### src/rtl/mips_isa_pkg.sv
//------------------------------------------------------------------------------
// Module  : mips_isa_pkg
// Brief   : Shared MIPS op/func codes, loader mnemonics and encoder states.
// Revision: 1.0 - initial release
//------------------------------------------------------------------------------
`default_nettype none

package mips_isa_pkg;

    // Same op/func values the single-cycle controller decodes
    localparam logic [5:0] c_op_rtype = 6'b000000;
    localparam logic [5:0] c_op_ori   = 6'b001101;
    localparam logic [5:0] c_op_lw    = 6'b100011;
    localparam logic [5:0] c_op_sw    = 6'b101011;
    localparam logic [5:0] c_op_beq   = 6'b000100;
    localparam logic [5:0] c_op_lui   = 6'b001111;
    localparam logic [5:0] c_op_jal   = 6'b000011;

    localparam logic [5:0] c_fn_addu  = 6'b100001;
    localparam logic [5:0] c_fn_subu  = 6'b100011;
    localparam logic [5:0] c_fn_jr    = 6'b001000;

    localparam logic [31:0] c_base_addr_default = 32'h0000_3000;

    typedef enum logic [3:0] {
        MN_NOP  = 4'd0,
        MN_ADDU = 4'd1,
        MN_SUBU = 4'd2,
        MN_ORI  = 4'd3,
        MN_LW   = 4'd4,
        MN_SW   = 4'd5,
        MN_BEQ  = 4'd6,
        MN_LUI  = 4'd7,
        MN_JAL  = 4'd8,
        MN_JR   = 4'd9
    } mnem_t;

    typedef enum logic [1:0] {
        ST_IDLE = 2'd0,
        ST_WR   = 2'd1,
        ST_FULL = 2'd2
    } state_t;

endpackage

`default_nettype wire

### src/rtl/mips_word_pack.sv
//------------------------------------------------------------------------------
// Module  : mips_word_pack
// Brief   : Combinational mnemonic + register fields -> 32-bit MIPS word.
// Revision: 1.0 - initial release
//------------------------------------------------------------------------------
`default_nettype none

module mips_word_pack
    import mips_isa_pkg::*;
(
    input  logic [3:0]  i_mnem,
    input  logic [4:0]  i_rs,
    input  logic [4:0]  i_rt,
    input  logic [4:0]  i_rd,
    input  logic [25:0] i_imm,
    output logic [31:0] o_word,
    output logic        o_illegal
);

    always_comb begin
        o_word    = 32'h0000_0000;
        o_illegal = 1'b0;
        case (i_mnem)
            MN_NOP:  o_word = 32'h0000_0000;
            MN_ADDU: o_word = {c_op_rtype, i_rs, i_rt, i_rd, 5'b00000, c_fn_addu};
            MN_SUBU: o_word = {c_op_rtype, i_rs, i_rt, i_rd, 5'b00000, c_fn_subu};
            MN_ORI:  o_word = {c_op_ori, i_rs, i_rt, i_imm[15:0]};
            MN_LW:   o_word = {c_op_lw,  i_rs, i_rt, i_imm[15:0]};
            MN_SW:   o_word = {c_op_sw,  i_rs, i_rt, i_imm[15:0]};
            MN_BEQ:  o_word = {c_op_beq, i_rs, i_rt, i_imm[15:0]};
            // rs is architecturally zero for LUI regardless of the request
            MN_LUI:  o_word = {c_op_lui, 5'b00000, i_rt, i_imm[15:0]};
            MN_JAL:  o_word = {c_op_jal, i_imm};
            MN_JR:   o_word = {c_op_rtype, i_rs, 15'b0, c_fn_jr};
            default: o_illegal = 1'b1;
        endcase
    end

endmodule

`default_nettype wire

### src/rtl/mips_instr_encoder.sv
//------------------------------------------------------------------------------
// Module  : mips_instr_encoder
// Brief   : Symbolic-request to instruction-memory program loader.
//           Optional running XOR checksum output: MIPS_ENC_CHECKSUM_EN.
// Revision: 1.0 - initial release
//------------------------------------------------------------------------------
`default_nettype none

module mips_instr_encoder
    import mips_isa_pkg::*;
#(
    parameter int          ADDR_W    = 10,
    parameter logic [31:0] BASE_ADDR = c_base_addr_default
) (
    input  logic              clk,
    input  logic              reset,
    input  logic              start,
    input  logic              in_valid,
    output logic              in_ready,
    input  logic [3:0]        in_mnem,
    input  logic [4:0]        in_rs,
    input  logic [4:0]        in_rt,
    input  logic [4:0]        in_rd,
    input  logic [25:0]       in_imm,
    output logic              im_we,
    output logic [31:0]       im_addr,
    output logic [31:0]       im_wdata,
    input  logic              im_ack,
    output logic [ADDR_W:0]   count,
`ifdef MIPS_ENC_CHECKSUM_EN
    output logic [31:0]       checksum,
`endif
    output logic              full,
    output logic              err_illegal
);

    localparam logic [ADDR_W-1:0] c_last_index = '1;

    state_t             r_state;
    state_t             w_state_nxt;
    logic [ADDR_W-1:0]  r_index;
    logic [ADDR_W:0]    r_count;
    logic               r_we;
    logic [31:0]        r_addr;
    logic [31:0]        r_wdata;
    logic               r_full;
    logic               r_err;

    logic [31:0]        w_word;
    logic               w_illegal;
    logic               w_accept;
    logic               w_start_ok;
    logic               w_wr_done;
    logic               w_last;
    logic [31:0]        w_addr_nxt;

    mips_word_pack u_pack (
        .i_mnem    (in_mnem),
        .i_rs      (in_rs),
        .i_rt      (in_rt),
        .i_rd      (in_rd),
        .i_imm     (in_imm),
        .o_word    (w_word),
        .o_illegal (w_illegal)
    );

    // A start pulse masks the handshake so a same-cycle request is never taken
    assign in_ready   = (r_state == ST_IDLE) && !start;
    assign w_accept   = in_valid && in_ready;
    assign w_start_ok = start && (r_state != ST_WR);
    assign w_wr_done  = (r_state == ST_WR) && im_ack;
    assign w_last     = (r_index == c_last_index);
    assign w_addr_nxt = BASE_ADDR + {{(30-ADDR_W){1'b0}}, r_index, 2'b00};

    always_ff @(posedge clk or negedge reset) begin
        if (!reset) begin
            r_state <= ST_IDLE;
        end else begin
            r_state <= w_state_nxt;
        end
    end

    always_comb begin
        w_state_nxt = r_state;
        case (r_state)
            ST_IDLE: begin
                if (w_accept && !w_illegal) begin
                    w_state_nxt = ST_WR;
                end
            end
            ST_WR: begin
                if (im_ack) begin
                    w_state_nxt = w_last ? ST_FULL : ST_IDLE;
                end
            end
            ST_FULL: begin
                if (start) begin
                    w_state_nxt = ST_IDLE;
                end
            end
            default: w_state_nxt = ST_IDLE;
        endcase
    end

    // start, accept and write-completion are mutually exclusive by state
    always_ff @(posedge clk or negedge reset) begin
        if (!reset) begin
            r_index <= '0;
            r_count <= '0;
            r_we    <= 1'b0;
            r_addr  <= BASE_ADDR;
            r_wdata <= 32'h0000_0000;
            r_full  <= 1'b0;
            r_err   <= 1'b0;
        end else begin
            if (w_start_ok) begin
                r_index <= '0;
                r_count <= '0;
                r_full  <= 1'b0;
                r_err   <= 1'b0;
            end
            if (w_accept) begin
                if (w_illegal) begin
                    r_err <= 1'b1;
                end else begin
                    r_we    <= 1'b1;
                    r_addr  <= w_addr_nxt;
                    r_wdata <= w_word;
                end
            end
            if (w_wr_done) begin
                r_we    <= 1'b0;
                r_count <= r_count + 1'b1;
                if (w_last) begin
                    r_full <= 1'b1;
                end else begin
                    r_index <= r_index + 1'b1;
                end
            end
        end
    end

`ifdef MIPS_ENC_CHECKSUM_EN
    logic [31:0] r_checksum;

    always_ff @(posedge clk or negedge reset) begin
        if (!reset) begin
            r_checksum <= 32'h0000_0000;
        end else if (w_start_ok) begin
            r_checksum <= 32'h0000_0000;
        end else if (w_wr_done) begin
            r_checksum <= r_checksum ^ r_wdata;
        end
    end

    assign checksum = r_checksum;
`endif

    assign im_we       = r_we;
    assign im_addr     = r_addr;
    assign im_wdata    = r_wdata;
    assign count       = r_count;
    assign full        = r_full;
    assign err_illegal = r_err;

endmodule

`default_nettype wire

### config.mk
export PLATFORM = sky130hd
export DESIGN_NAME = mips_instr_encoder
export DESIGN_NICKNAME = d
export VERILOG_FILES = /design/src/rtl/mips_isa_pkg.sv /design/src/rtl/mips_word_pack.sv /design/src/rtl/mips_instr_encoder.sv
export SDC_FILE = /design/constraint.sdc
export NUM_CORES = 1
export LEC_CHECK = 0
export ABC_AREA = 1
export CORE_ASPECT_RATIO = 2
export CORE_MARGIN = 2
export CORE_UTILIZATION = 40
export DETAILED_ROUTE_END_ITERATION = 16
export PLACE_DENSITY = 0.73
export SYNTH_ARGS = -nofsm -noshare
export SYNTH_HDL_FRONTEND = slang
export SYNTH_SLANG_ARGS = --single-unit
### constraint.sdc
create_clock -name clk -period 4.2 [get_ports clk]
set_clock_uncertainty 0.15 [all_clocks]
set_input_delay 0.63 -clock clk [delete_from_list [all_inputs] [get_ports clk]]
set_output_delay 0.63 -clock clk [all_outputs]
set_load 0.01 [all_outputs]
==> metrics.cfg, run 1 <==
[layout]
syn2layout_area_growth_pct = 36.3
instances_no_fill = 700
final_nets = 649
drive_above_1_share_pct = 3.67
multiInputGateArea_um2 = 1570
n_fill_cell = 855
num_antenna_cells = 0
utilization_pct = 56.4
ff_latch_area_um2 = 1680
final_cell_mix = nand2_1 (219), clkdlybuf4s50_1 (104), dfrtp_1 (67)
layout_commonest_cell = nand2_1

[placed_design]
place_congestion = 0.905
port-buffer-count = 105
hpwlAfterDp_mm = 7.13
dp.cells = 686

[power]
max-vdd-ir-drop_mv = 0.206
p_per_area_nw_per_um2 = 374
p_leak_nw = 2.51

[critical_path]
critPathMaxStageDelay_ns = 0.56
r2r-start = r_state[0]
r2r_slack_ns = 2.17
end_kind = primary output
path_cells = clkdlybuf4s50_1 > nor3_4 > clkdlybuf4s50_1
r2r_end = r_index[6]
start_kind = input pin
worstSetupStartpoint = start
endpoint = in_ready
worstSetupPathType = in2out
crit_required_ns = 3.42
r2r_cells = 7
worstPathArrival_ns = 1.82
cpMostUsedCell = clkdlybuf4s50_1
worst_path_max_delay_cell = clkdlybuf4s50_1
crit_fanout = 3

[cts]
postCtsSetupRepairBufs = 0
worstSkewPairLatency_ns = 0.32
htree_num_levels = 3
cts_buffers = 9
clk_path_buf_depth = 2
cts_root_buf = clkbuf_16
cts.sinks = 67
clk_pin_slew_ns = 0.05
cts_hold_buf = 0
ctsResizeCount = 0
cts_tree = done

[routing]
num_vias = 3411
dr.pass1.iters = 4
avgRoutedWirePerCell_um = 13.6
dr.first_iter.drc_count = 226
routed_wl_mm = 9.55
drcViolationCount = 0
avgViaCountPerCell = 4.87
drtAntennaViolNets = 0

[grt]
grt_overflow = 0
use_met3_pct = 4.02
grt_max_degree = 50
grt_pass1_vias = 3412
antenna_found_initial = 0
grt-busiest-layer = met2
grtUsageTotal_pct = 20.1
grt_pass1_wl_mm = 15.4
gr-usage-met2_pct = 39.8
gr-usage-met1_pct = 19.3

[timing]
hold_viol = 0
drv_slew = 0
whs_ns = 0.314
setup_viol = 0
timing.fmax_ghz = 0.384
slew_headroom_pct = 35.0
finalCritPeriodShare_pct = 62.0
tns_ns = 0
fin_crit_ns = 2.60
rsz0062_at_grt = false
tightest_slew_ns = 0.975

[yosys]
synthCells = 493
netlist.area_leader.share_pct = 46.9
ys_seq_elements = 67
synth.avg_cell_area_um2 = 7.26
synthDistinctLibCells = 28
syn-cell-area_um2 = 3580
synth.largest_area_cell = dfrtp_1
yosysSeqAreaShare_pct = 46.9
synth.area.top_cells = dfrtp_1 (47%), nand2_1 (23%), o21ai_0 (5.2%), nand3_1 (5.0%), buf_4 (5.0%)
yosys_warnings = 0

[die]
die_area_um2 = 9760
die_w_um = 70.9
start_util_pct = 41.4
rows = 48
coreArea_um2 = 8650
die_y_um = 138
io_pins = 129

[hold_path]
hp-class = in2async

[flow_run]
drv_cap = 0

[outcome]
status = finished, final reports clean

## synthesized netlist by cell type
cell type  number
o21ai_1         1
conb_1          2
nand2_2         2
nor2_2          1
o21ai_0        37
xnor2_1         1
o32ai_1         1
o31ai_1         1
nand4_1         5
nor3_4          1
a31oi_1         1
clkinv_1        1
buf_6           2
nor3_1          2
buf_2           9
buf_4          24
dfrtp_1        67
ha_1            2
nor2_4          1
o22ai_1         1
a21oi_1         4
xor2_1          1
nand2_1       219
nand3_1        36
a22o_1          1
inv_1          41
inv_2           1
nor2_1         28
## cell type report
type | count | area share [%]
sequential | 67 | 34.4
multi-input combinational | 369 | 32.2
timing repair buffer | 107 | 21.7
clock buffer | 11 | 4.98
inverter | 43 | 3.31
tap | 100 | 2.56
clock inverter | 3 | 0.821
## flip-flops by register name, indices dropped and copies added (netlist names)
name	cells
im_wdata	31
count	11
im_addr	10
r_index	10
r_state	2
err_illegal	1
full	1
im_we	1
## per-layer routing
metal | part of all wire, % | wire, µm | vias to the layer above
met5 | 0 | 0 | -
met4 | 2.2 | 209 | 0
met3 | 5.0 | 480 | 15
met2 | 57 | 5440 | 103
met1 | 36 | 3420 | 1585
li1 | - | - | 1708
## cell families after synthesis
group / Yosys count / synth area share, %
AOI/OAI and AO/OA: 47 / 6.92
buffers and inverters: 78 / 11.4
adders and majority gates: 2 / 0.699
other: 2 / 0.210
xor gates and xnor gates: 2 / 0.490
DFF: 67 / 46.9
and+or+nand+nor: 295 / 33.4
## how the worst min path moves through the flow
stage                             from           end  slack, ns  cells after the start
after floorplan                  reset      count[0]       0.18                      0
after global placement    im_wdata[28]  im_wdata[28]       0.31                      2
after detailed placement  im_wdata[23]  im_wdata[23]       0.31                      2
after CTS                 im_wdata[23]  im_wdata[23]       0.33                      2
after global routing      im_wdata[24]  im_wdata[24]       0.35                      2
final                            reset    im_addr[8]       0.31                      1
## per-stage QoR
step,power (mW),setup slack (ns),cell area (µm²)
global placement,1.11,1.59,4600
detailed placement,1.12,1.47,4600
finish,1.83,1.60,4880
global route,1.91,1.55,4880
CTS,1.85,1.58,4880
floorplan,0.918,2.40,3660
## critical path: cells and delay by family
family	cells	cell delay (ns)
buf+inv	2	1.03
simple gates	1	0.16
## where the power goes
group / switching [mW] / internal, mW / leakage [nW] / total (mW)
registers: 0.0397 / 0.708 / 0.908 / 0.748
logic: 0.176 / 0.181 / 1.46 / 0.357
clock network: 0.255 / 0.467 / 0.141 / 0.722
Power figures use the tool's default switching activity.
==> inputs of run 2 (changes only) <==
- PLACE_DENSITY: 0.73 -> 0.76
- clock period: 4.2 -> 2.1 ns (I/O delays scaled with it)
==> metrics.cfg, run 2 (synthesized netlist as in run 1, its figures left out) <==
[outcome]
status = finished, final reports clean

[layout]
largest_reg_flops = 31
drive_above_1_share_pct = 5.23
final_cell_area_um2 = 5010
num_antenna_cells = 0
final_cell_mix = nand2_1 (219), clkdlybuf4s50_1 (104), dfrtp_1 (67)
instances_no_fill = 712
utilization_pct = 58.0
layout_commonest_cell = nand2_1
final_nets = 660
syn2layout_area_growth_pct = 40.1

[routing]
drcViolationCount = 0
avgViaCountPerCell = 4.96
dr.pass1.iters = 5
num_vias = 3534
routed_wl_mm = 9.83
dr.first_iter.drc_count = 196
avgRoutedWirePerCell_um = 13.8
drtAntennaViolNets = 0

[timing]
fin_crit_ns = 2.03
tns_ns = 0
rsz0062_at_grt = false
timing.fmax_ghz = 0.494
finalCritPeriodShare_pct = 96.4
hold_viol = 0
setup_ws_ns = 0.0746
drv_slew = 0
setup_viol = 0
whs_ns = 0.217

[cts]
cts.sinks = 67
cts_tree = done
postCtsSetupRepairBufs = 0
cts_buffers = 9
clk_path_buf_depth = 2
htree_num_levels = 3
cts_root_buf = clkbuf_16
worstSkewPairLatency_ns = 0.32
clk_pin_slew_ns = 0.05

[critical_path]
critPathMaxStageDelay_ns = 0.57
worst_path_max_delay_cell = clkdlybuf4s50_1
end_kind = primary output
crit_required_ns = 1.63
crit_fanout = 3
worstPathArrival_ns = 1.56
cpMostUsedCell = clkdlybuf4s50_1
path_cells = clkdlybuf4s50_1 > nor3_4 > clkdlybuf4s50_1
start_kind = input pin
worstSetupPathType = in2out

[placed_design]
hpwlAfterDp_mm = 7.38
pre_cts_slack_ns = -0.00844
placedInstanceArea_um2 = 4720
place_congestion = 0.953
port-buffer-count = 105
dp.cells = 696

[die]
io_pins = 129
die_y_um = 138
start_util_pct = 41.4
die_w_um = 70.9
rows = 48
die_area_um2 = 9760
coreArea_um2 = 8650

[grt]
grt_pass1_vias = 3458
grtUsageTotal_pct = 20.6
antenna_found_initial = 0
grt_pass1_wl_mm = 15.9
grt_max_degree = 46
grt_overflow = 0

[flow_run]
drv_cap = 0

[power]
finalPower_mw = 3.65
max-vdd-ir-drop_mv = 0.351
p_per_area_nw_per_um2 = 728
p_leak_nw = 2.57

[hold_path]
hp-class = in2async

-- run 2: layout make-up --
type / instances / area, µm²
Sequential cell: 67 / 1680
Fill cell: 835 / 3640
Timing Repair Buffer: 118 / 1200
Multi-Input combinational cell: 369 / 1570
Clock inverter: 1 / 7.51
Tap cell: 100 / 125
Clock buffer: 14 / 274
Inverter: 43 / 161
-- run 2: worst max-delay path, delay by kind of cell --
kind	cells	cell delay [ns]
buffers and inverters	2	1.07
and+or+nand+nor	1	0.18
-- run 2: power breakdown --
part / switching (mW) / internal (mW) / leakage [nW]
sequential: 0.0806 / 1.42 / 0.908
clock: 0.519 / 0.889 / 0.135
combinational: 0.357 / 0.389 / 1.53
-- run 2: path summary, 6_finish.rpt --
path / start / to / slack, ns / depth (start not counted)
worst max-delay path: start / in_ready / 0.07 / 3
worst min-delay path: reset / r_index[9] / 0.22 / 2
worst max register to register: r_index[0] / r_index[9] / 0.32 / 8
worst min register to register: im_addr[9] / im_addr[9] / 0.32 / 2
max in group asynchronous: reset / im_wdata[17] / 1.09 / 3
min in group clk: im_addr[9] / im_addr[9] / 0.32 / 2
-- run 2: repair_timing --
| action | in CTS | in global routing |
|---|---|---|
| endpoints found under the hold margin | 67 | 0 |
| hold buffers | 1 | 0 |
| resized for setup | 0 | 0 |
-- run 2: routing by layer --
metal | routed length (µm) | GRT usage [%]
met5 | 0 | 0
met4 | 155 | 9.96
met3 | 525 | 4.32
met2 | 5660 | 38.9
met1 | 3490 | 20.9
